$ cat src/rtl/mux_ctrl_pkg.sv
// Shared select encodings and 8b/10b K-code byte values for the control-symbol mux.
// MUXCTRL_EXT_SYMBOLS_EN enables the PAD/EDB/FTS/EIE selections in the decode ROM.
package mux_ctrl_pkg;

    localparam int SEL_W  = 4;
    localparam int BYTE_W = 8;

    typedef logic [SEL_W-1:0]  sel_t;
    typedef logic [BYTE_W-1:0] byte_t;

    localparam sel_t SEL_DATA = 4'b0000;
    localparam sel_t SEL_COM  = 4'b0001;
    localparam sel_t SEL_PAD  = 4'b0010;
    localparam sel_t SEL_SKP  = 4'b0011;
    localparam sel_t SEL_STP  = 4'b0100;
    localparam sel_t SEL_SDP  = 4'b0101;
    localparam sel_t SEL_END  = 4'b0110;
    localparam sel_t SEL_EDB  = 4'b0111;
    localparam sel_t SEL_FTS  = 4'b1000;
    localparam sel_t SEL_IDL  = 4'b1001;
    localparam sel_t SEL_EIE  = 4'b1010;

    localparam byte_t K28_5 = 8'hBC;
    localparam byte_t K23_7 = 8'hF7;
    localparam byte_t K28_0 = 8'h1C;
    localparam byte_t K27_7 = 8'hFB;
    localparam byte_t K28_2 = 8'h5C;
    localparam byte_t K29_7 = 8'hFD;
    localparam byte_t K30_7 = 8'hFE;
    localparam byte_t K28_1 = 8'h3C;
    localparam byte_t K28_3 = 8'h7C;
    localparam byte_t K28_7 = 8'hFC;

    localparam byte_t BYTE_ZERO = 8'h00;

endpackage

$ cat src/rtl/mux_ctrl_kcode_rom.sv
// Combinational select-to-K-code decode. Non-K selections report is_k = 0 and the
// top passes the data byte instead; MUXCTRL_EXT_SYMBOLS_EN gates the extended symbols.
module mux_ctrl_kcode_rom
    import mux_ctrl_pkg::*;
(
    input  logic [3:0] S,
    output logic [7:0] sym,
    output logic       is_k
);

    logic [7:0] sym_s;
    logic       is_k_s;

    // Decode the select into a K-code byte; reserved and DATA codes fall through.
    always_comb begin
        sym_s  = BYTE_ZERO;
        is_k_s = 1'b0;
        case (S)
            SEL_COM: begin sym_s = K28_5; is_k_s = 1'b1; end
            SEL_SKP: begin sym_s = K28_0; is_k_s = 1'b1; end
            SEL_STP: begin sym_s = K27_7; is_k_s = 1'b1; end
            SEL_SDP: begin sym_s = K28_2; is_k_s = 1'b1; end
            SEL_END: begin sym_s = K29_7; is_k_s = 1'b1; end
            SEL_IDL: begin sym_s = K28_3; is_k_s = 1'b1; end
`ifdef MUXCTRL_EXT_SYMBOLS_EN
            SEL_PAD: begin sym_s = K23_7; is_k_s = 1'b1; end
            SEL_EDB: begin sym_s = K30_7; is_k_s = 1'b1; end
            SEL_FTS: begin sym_s = K28_1; is_k_s = 1'b1; end
            SEL_EIE: begin sym_s = K28_7; is_k_s = 1'b1; end
`endif
            default: begin sym_s = BYTE_ZERO; is_k_s = 1'b0; end
        endcase
    end

    assign sym  = sym_s;
    assign is_k = is_k_s;

endmodule

$ cat src/rtl/mux_ctrl.sv
// PCIe control-symbol multiplexer: registers a data byte or K-code plus its K-flag.
// Build option MUXCTRL_EXT_SYMBOLS_EN (in the decode ROM) adds PAD/EDB/FTS/EIE.
module mux_ctrl
    import mux_ctrl_pkg::*;
(
    input  logic       clk,
    input  logic       reset_L,
    input  logic       enb,
    input  logic [7:0] data,
    input  logic [3:0] S,
    output logic [7:0] outmux,
    output logic       k_out
);

    logic [7:0] rom_sym_s;
    logic       rom_is_k_s;
    logic [7:0] next_byte_s;
    logic       next_k_s;
    logic [7:0] outmux_r;
    logic       k_out_r;

    mux_ctrl_kcode_rom u_rom (
        .S    (S),
        .sym  (rom_sym_s),
        .is_k (rom_is_k_s)
    );

    // Enable gating and K-code versus data selection ahead of the output register.
    always_comb begin
        next_byte_s = BYTE_ZERO;
        next_k_s    = 1'b0;
        if (!enb) begin
            next_byte_s = BYTE_ZERO;
            next_k_s    = 1'b0;
        end else if (rom_is_k_s) begin
            next_byte_s = rom_sym_s;
            next_k_s    = 1'b1;
        end else begin
            next_byte_s = data;
            next_k_s    = 1'b0;
        end
    end

    // Output register; reset clears both byte and flag without waiting for a clock.
    always_ff @(posedge clk or negedge reset_L) begin
        if (!reset_L) begin
            outmux_r <= BYTE_ZERO;
            k_out_r  <= 1'b0;
        end else begin
            outmux_r <= next_byte_s;
            k_out_r  <= next_k_s;
        end
    end

    assign outmux = outmux_r;
    assign k_out  = k_out_r;

endmodule

$ cat config.mk
export PLATFORM = sky130hd
export DESIGN_NAME = mux_ctrl
export DESIGN_NICKNAME = d
export VERILOG_FILES = /design/src/rtl/mux_ctrl_pkg.sv /design/src/rtl/mux_ctrl_kcode_rom.sv /design/src/rtl/mux_ctrl.sv
export SDC_FILE = /design/constraint.sdc
export NUM_CORES = 1
export LEC_CHECK = 0
export BUFFER_PORTS_ARGS = -buffer_cell sky130_fd_sc_hd__buf_2
export CAP_MARGIN = 20
export CELL_PAD_IN_SITES_DETAIL_PLACEMENT = 0
export CELL_PAD_IN_SITES_GLOBAL_PLACEMENT = 1
export CORE_MARGIN = 3
export CORE_UTILIZATION = 30
export DETAILED_ROUTE_END_ITERATION = 8
export GPL_TIMING_DRIVEN = 1
export PLACE_DENSITY_LB_ADDON = 0.1
export SLEW_MARGIN = 20
export SYNTH_ARGS = -nofsm -noshare
export SYNTH_HDL_FRONTEND = slang
export SYNTH_SLANG_ARGS = --single-unit
$ cat constraint.sdc
create_clock -name clk -period 0.8 [get_ports clk]
set_input_delay 0.16 -clock clk [delete_from_list [all_inputs] [get_ports clk]]
set_output_delay 0.16 -clock clk [all_outputs]
set_load 0.02 [all_outputs]
* Word level (Yosys, flattened, before mapping)
Index checks and enable logic that the tools add are counted.
** Operators by class
- Mux-type cells :: 6
- Reduce and logical (&&, ||, !) cells :: 1
- Eq/ne operators :: 6
** Operators with widths (number)
- one-hot mux 8 bit (6 select lines) :: 1
- 2-to-1 mux 8 bit :: 2
- equality test 4 x 3 -> 1 bit (second input constant) :: 3
- OR reduction 6 bit :: 1
- equality test 4 x 1 -> 1 bit (second input constant) :: 1
- equality test 4 x 2 -> 1 bit (second input constant) :: 1
- equality test 4 bit (second input constant) :: 1
- 2-to-1 mux 1 bit :: 3
** Word-level totals
- Output and inout port bits :: 9
- Input bits :: 15
- Logic and storage cells :: 15
- Flip-flop bits (word level) :: 9

* Logic depth before layout (Yosys ltp)
Gate-level depths: netlist of the first run.
- Depth after elaboration :: 5
- Depth in mapped cells :: 4
- Depth with buffers taken out :: 3

* Cells and area by module
A second synthesis of the first run with hierarchy kept.
** Unflattened totals
- Cell total of the unflattened synthesis :: 46
- Area total of the unflattened synthesis :: 496.7 µm²
** By module, submodules not included
- mux_ctrl :: cells each 27, instances 1, area each 374.1 µm², seq. area each 225.2 µm²
- mux_ctrl_kcode_rom :: cells each 19, instances 1, area each 122.6 µm², seq. area each 0.0 µm²

* Worst setup path before layout of the first run
No wires, ideal clock.
- Path kind :: input to register
- Start point :: input port S[2]
- End point :: register outmux_r[1], in the netlist outmux[1]
- Cell stages on the path :: 4
- Data arrival time :: 894 ps
- Path slack :: -226 ps
- Required time :: 668 ps
- Setup time :: 132 ps
- Buffers on the path :: 1
- Cells stage by stage :: buf_6 a21o_1 a2111oi_1 nor2_1
** Between the ends
- Word-level cells in the longest chain between the ends :: 5
- Elaborated cells between the ends (all ways) :: 11
- Classes of those cells :: eq/ne: 6; mux: 4; reduce/logical: 1
** RTL lines
- start: declaration :: RTL line mux_ctrl.sv:10 : input logic [3:0] S,
- equality test 4 x 1 -> 1 bit (tied with other cells) :: RTL line mux_ctrl_kcode_rom.sv:18 : case (S)
- OR reduction 6 bit (no source line)
- 2-to-1 mux 1 bit :: RTL line mux_ctrl_kcode_rom.sv:18
- 2-to-1 mux 8 bit * :: RTL line mux_ctrl.sv:35 : end else if (rom_is_k_s) begin
- 2-to-1 mux 8 bit * :: RTL line mux_ctrl.sv:32 : if (!enb) begin
- via next_byte_s[1] :: RTL line mux_ctrl.sv:17 : logic [7:0] next_byte_s;
- end signal: assignment :: RTL line mux_ctrl.sv:50 : outmux_r <= next_byte_s;
- end: declaration :: RTL line mux_ctrl.sv:19 : logic [7:0] outmux_r;
Mark *: on every way through the listed nets, which the timed path passes. The rest lies on a longest branch.

* Final worst setup path of the first run
- Start point :: register outmux_r[2], in the netlist outmux[2]
- End point :: output port outmux[2]
** RTL lines
- end: declaration :: RTL line mux_ctrl.sv:11 : output logic [7:0] outmux,
No word-level cell between the ends.

==> impl_metrics.csv, run 1 <==
group,metric,value,unit
power,p_leak,0.0003700,µW
layout,seqCellArea,225.2,µm²
critical_path,critPathSlowestCell,"dfrtp_1",
timing,tns,-1.051,ns
hold_path,min_path_cells,2,
hold_path,min_to,"outmux[2]",
power,cellPowerDensity,1514,nW/µm²
logic_synthesis,synth_nets,60,
placed_design,port-buffer-count,23,
clocking,cts.sinks,9,
routing,drtPass1Iterations,4,
grt,grt_pass1_wl,1876,µm
grt,grt_pass1_vias,447,
timing,hold-worst-slack,0.1203,ns
routing,wl_per_cell,11.68,µm
layout,antennaDiodeCount,0,
floorplan,core_area,1366,µm²
critical_path,path_buf_inv,1,
hold_path,hold_path_class,"in -> reg",
critical_path,worst_ep_arrival_time,0.77,ns
timing,relSlewSlack,75.79,%
critical_path,path_cells,"buf_6",
hold_path,worstHoldStart,"data[2]",
floorplan,ioPinCount,24,
grt,antenna_found_initial,0,
routing,vias,450,
logic_synthesis,synth_compound_area_share,25.34,%
placed_design,hpwlAfterDp,860.2,µm
clocking,numCtsBuffers,3,
logic_synthesis,synth_warnings,0,
floorplan,die_y,45.13,µm
timing,worstMarginPinSlew,0.3618,ns
logic_synthesis,synth.mux.area_fraction,0,%
layout,multi_input_area,257.7,µm²
logic_synthesis,synthXorXnorAreaFrac,0,%
critical_path,max_stage_delay,0.38,ns
layout,fin_nets,94,
logic_synthesis,ys_seq_area_share,49.05,%
floorplan,start_util,33.61,%
placed_design,gp_congestion,0.6829,
routing,antenna_left,0,
power,power.total,1182,µW
timing,setup_ws,-0.1260,ns
run,cap_violations,0,
critical_path,cp-start-kind,"flip-flop",
clocking,h-tree-depth,1,
timing,min_period,0.9260,ns
clocking,cts_root_buf,"clkbuf_4",
logic_synthesis,synth_top_area_share,49.05,%
critical_path,required,0.64,ns
run_status,status,"finished with violations",
logic_synthesis,synthTopCellsByArea,"dfrtp_1 (49%), nor2b_1 (5.4%), o21a_1 (4.9%)",
logic_synthesis,syn_area_per_cell,10.20,µm²
floorplan,fp.dieArea,2036,µm²
layout,fillCellCount,137,
run_status,violations,"setup timing",
grt,overflow,0,
critical_path,path_max_fanout,1,
logic_synthesis,synthSimpleGateAreaFrac,21.53,%
layout,drive_gt1_share,50.00,%
layout,final_cell_mix,"buf_6 (11), buf_2 (11), dfrtp_1 (9)",
logic_synthesis,synthDistinctLibCells,23,
power,ir_worst_vdd,0.0007102,V
logic_synthesis,syn_inst,45,
clocking,path_clk_slew,0.06,ns
layout,area_growth,70.03,%
logic_synthesis,synthAdderAreaFrac,0,%
timing,hold_violations,0,
logic_synthesis,synth_top_family_by_area,"compound AO/OA/AOI/OAI gates",
routing,drcViolationCount,0,
timing,clock.fmax,1.080,GHz
grt,gr-usage-all-layers,12.86,%
logic_synthesis,netlist_area,459.2,µm²
routing,viasPerCell,4.839,
timing,fin_crit_sh,115.8,%
logic_synthesis,synth_largest_area_cell,"dfrtp_1",
clocking,tritoncts,"built",
floorplan,row_count,13,
logic_synthesis,yosys_register_bits,9,
routing,drt_iter0_markers,5,
routing,drt_wl_total,1086,µm
clocking,clockBufferDepth,2,
critical_path,critical_path_class,"reg -> out",
critical_path,worstSetupEndpointType,"output pin",
timing,drv_slew,0,
timing,rsz0062_at_grt,"true",
floorplan,dieWidth,45.13,µm
grt,grt_max_degree,12,
critical_path,cp_top_family,"flip-flops",
timing,finalSetupViolCount,9,
==> final cells by class <==
type | instances | area share, %
Inverter | 1 | 0.4808
Tap cell | 15 | 2.404
Timing Repair Buffer | 31 | 31.89
Clock buffer | 4 | 3.365
Sequential cell | 9 | 28.85
Multi-Input combinational cell | 33 | 33.01
==> report_power, final <==
group	internal [µW]	leakage [µW]	total (µW)	switching, µW
clock	192	0.0000150	340	149
sequential	489	0.000115	505	16.1
combinational	181	0.000240	336	155
total	862	0.000370	1180	319
==> repair_timing <==
action | in CTS | in global routing
hold endpoints to repair | 9 | 0
resized for setup | 18 | 9
pin swaps | 0 | 3
cloned | 0 | 0
buffers inserted | 0 | 0
endpoints found under the setup margin | 9 | 15
hold buffers | 1 | 0
==> how the worst max path moves through the flow <==
stage / from / endpoint / depth (start not counted)
global placement: S[2] / outmux[7] / 5
CTS: outmux[0] / outmux[0] / 1
global route: outmux[6] / outmux[6] / 1
finish: outmux[2] / outmux[2] / 1
detailed placement: S[0] / k_out / 4
floorplan: S[2] / outmux[0] / 4
==> logic make-up (layout without fill, tap and decap cells) <==
logic type	Yosys count	count (layout)
AO/OA/AOI/OAI	16	16
AND/OR/NAND/NOR	17	17
buffers and inverters	3	36
flip-flops	9	9
==> per-stage QoR <==
step	cell area, µm²	instances	utilization, %	setup WS [ns]
floorplan	476.7	45	-	-0.1291
global route	780.7	93	57.14	-0.1636
finish	780.7	93	57.14	-0.1260
CTS	737.0	93	53.94	-0.1347
detailed placement	644.4	88	47.16	-0.2527
global placement	644.4	88	47.16	-0.2685
==> registers in the layout (all words and copies together) (netlist names) <==
| signal | flops |
|---|---|
| k_out | 1 |
| outmux | 8 |
==> synthesized netlist by cell type (all sizes together) <==
master	instances
and3	1
nand3b	1
nand2b	1
dfrtp	9
o21bai	1
nand2	2
o2bb2ai	1
buf	1
inv	1
nor2b	4
nor2	3
a211oi	1
o21a	3
a32o	1
a2111oi	1
o211ai	1
a21o	1
clkbuf	1
nor3b	1
nor4b	1
and2	3
o21ai	4
a21oi	2
==> metal layers <==
metal / GRT usage, % / vias to the layer above / part of all wire, % / wire, µm
li1: - / 226 / - / -
met1: 15.61 / 194 / 39 / 426
met2: 21.19 / 28 / 49 / 533
met3: 2.390 / 2 / 10 / 111
met4: 7.018 / 0 / 1.3 / 14
met5: 0 / - / 0 / 0
(Power assumes the default switching activity.)
==> run 2: changes to the inputs <==
--- a/config.mk
+++ b/config.mk
@@ -12,8 +12,9 @@
 export CORE_MARGIN = 3
 export CORE_UTILIZATION = 30
 export DETAILED_ROUTE_END_ITERATION = 8
+export GPL_ROUTABILITY_DRIVEN = 0
 export GPL_TIMING_DRIVEN = 1
-export PLACE_DENSITY_LB_ADDON = 0.1
+export PLACE_DENSITY = 0.72
 export SLEW_MARGIN = 20
 export SYNTH_ARGS = -nofsm -noshare
 export SYNTH_HDL_FRONTEND = slang
==> impl_metrics.csv, run 2 (same netlist as run 1, synthesis figures left out) <==
group,metric,value,unit
clocking,h-tree-depth,1,
placed_design,port-buffer-count,23,
power,pwr-share-seq,43.3,%
clocking,cts.sinks,9,
routing,drt_wl_total,1033,µm
layout,largest_reg_flops,8,
floorplan,dieWidth,45.13,µm
layout,multi_input_area,241.5,µm²
layout,seqCellArea,225.2,µm²
hold_path,hold_path_class,"in -> reg",
routing,wl_per_cell,11.35,µm
placed_design,dpl_cell_area,629.4,µm²
timing,clock.fmax,1.089,GHz
critical_path,critical_path_class,"reg -> out",
routing,antenna_left,0,
floorplan,ioPinCount,24,
timing,rsz0062_at_grt,"true",
grt,grt_pass1_wl,1690,µm
routing,viasPerCell,4.857,
critical_path,path_buf_inv,1,
power,p_leak,0.0003577,µW
clocking,tritoncts,"built",
floorplan,core_area,1366,µm²
power,internal_power,854.6,µW
run_status,status,"finished with violations",
run,cap_violations,0,
power,cellPowerDensity,1536,nW/µm²
clocking,path_clk_slew,0.06,ns
routing,drtPass1Iterations,4,
routing,drt_iter0_markers,5,
timing,setup_ws,-0.1179,ns
timing,fin_crit_sh,114.7,%
power,pwr-share-comb,27.8,%
clocking,cts_root_buf,"clkbuf_4",
placed_design,hpwlAfterDp,802.5,µm
layout,drive_gt1_share,47.37,%
timing,hold_violations,0,
clocking,numCtsBuffers,3,
grt,antenna_found_initial,0,
critical_path,worstSetupEndpointType,"output pin",
grt,overflow,0,
timing,tns,-1.005,ns
critical_path,path_max_fanout,1,
clocking,clockBufferDepth,2,
critical_path,path_depth,1,
critical_path,required,0.64,ns
critical_path,cp_top_family,"flip-flops",
clocking,cts_setup_buffers,0,
run_status,violations,"setup timing",
power,p_sw_share,26.49,%
hold_path,min_path_cells,2,
critical_path,critPathSlowestCell,"dfrtp_1",
power,power.total,1162,µW
critical_path,worst_ep_arrival_time,0.76,ns
power,clkPwrFrac,28.9,%
layout,final_area,757.0,µm²
floorplan,row_count,13,
timing,relSlewSlack,76.99,%
floorplan,die_y,45.13,µm
layout,fin_nets,92,
floorplan,fp.dieArea,2036,µm²
timing,drv_slew,0,
layout,fillCellCount,137,
layout,antennaDiodeCount,0,
routing,drcViolationCount,0,
critical_path,max_stage_delay,0.38,ns
grt,grt_max_degree,13,
grt,grt_pass1_vias,415,
layout,area_growth,64.85,%
floorplan,start_util,33.61,%
power,p_sw,307.9,µW
timing,finalSetupViolCount,9,
critical_path,path_cells,"buf_6",
timing,worstMarginPinSlew,0.3442,ns
routing,vias,442,
power,ir_worst_vdd,0.0006728,V
critical_path,cp-start-kind,"flip-flop",
grt,gr-usage-all-layers,11.67,%
layout,final_cell_mix,"buf_6 (11), buf_2 (11), dfrtp_1 (9)",
timing,min_period,0.9179,ns
[run 2: cell count changes in the layout (fill, tap and decap cells not counted), sizes merged]
cell,before,now
buf,30,28
[run 2: power by group through the flow]
stage | Clock [µW] | Sequential (µW) | Combinational (µW)
after CTS | 355 | 504 | 313
after floorplan | 0 | 551 | 98.7
after global routing | 387 | 506 | 354
after detailed placement | 0 | 504 | 262
final | 336 | 504 | 323
after global placement | 0 | 503 | 260
[run 2: layout make-up]
class | instances | share of cell area, %
Clock buffer | 4 | 3.471
Inverter | 1 | 0.4959
Multi-Input combinational cell | 33 | 31.90
Sequential cell | 9 | 29.75
Tap cell | 15 | 2.479
Timing Repair Buffer | 29 | 31.90
[run 2: worst paths after layout]
check / startpoint / to
min in group asynchronous: reset_L / outmux[4]
setup / recovery: k_out / k_out
max in group asynchronous: reset_L / k_out
hold / removal: data[4] / outmux[4]
[run 2: through the flow]
step,setup slack (ns),utilization (%),hold WS [ns],instances
6_report,-0.1179,55.40,0.1167,91
5_1_grt,-0.1581,55.40,0.1056,91
4_1_cts,-0.1350,53.39,0.1065,91
3_5_place_dp,-0.2678,46.06,0.01869,86
3_3_place_gp,-0.2609,46.06,0.01308,86
2_1_floorplan,-0.1291,-,-0.1356,45
[run 2: metal layers]
metal / global-route usage, % / wire length [µm]
met1: 14.53 / 416
met2: 18.08 / 521
met3: 1.594 / 84
met4: 8.772 / 11
met5: 0 / 0
[run 2: what timing repair did]
action,CTS,global route
pin swaps,0,3
hold buffers,1,0
hold endpoints to repair,9,0
setup endpoints to repair,10,13
gates resized for setup,19,9
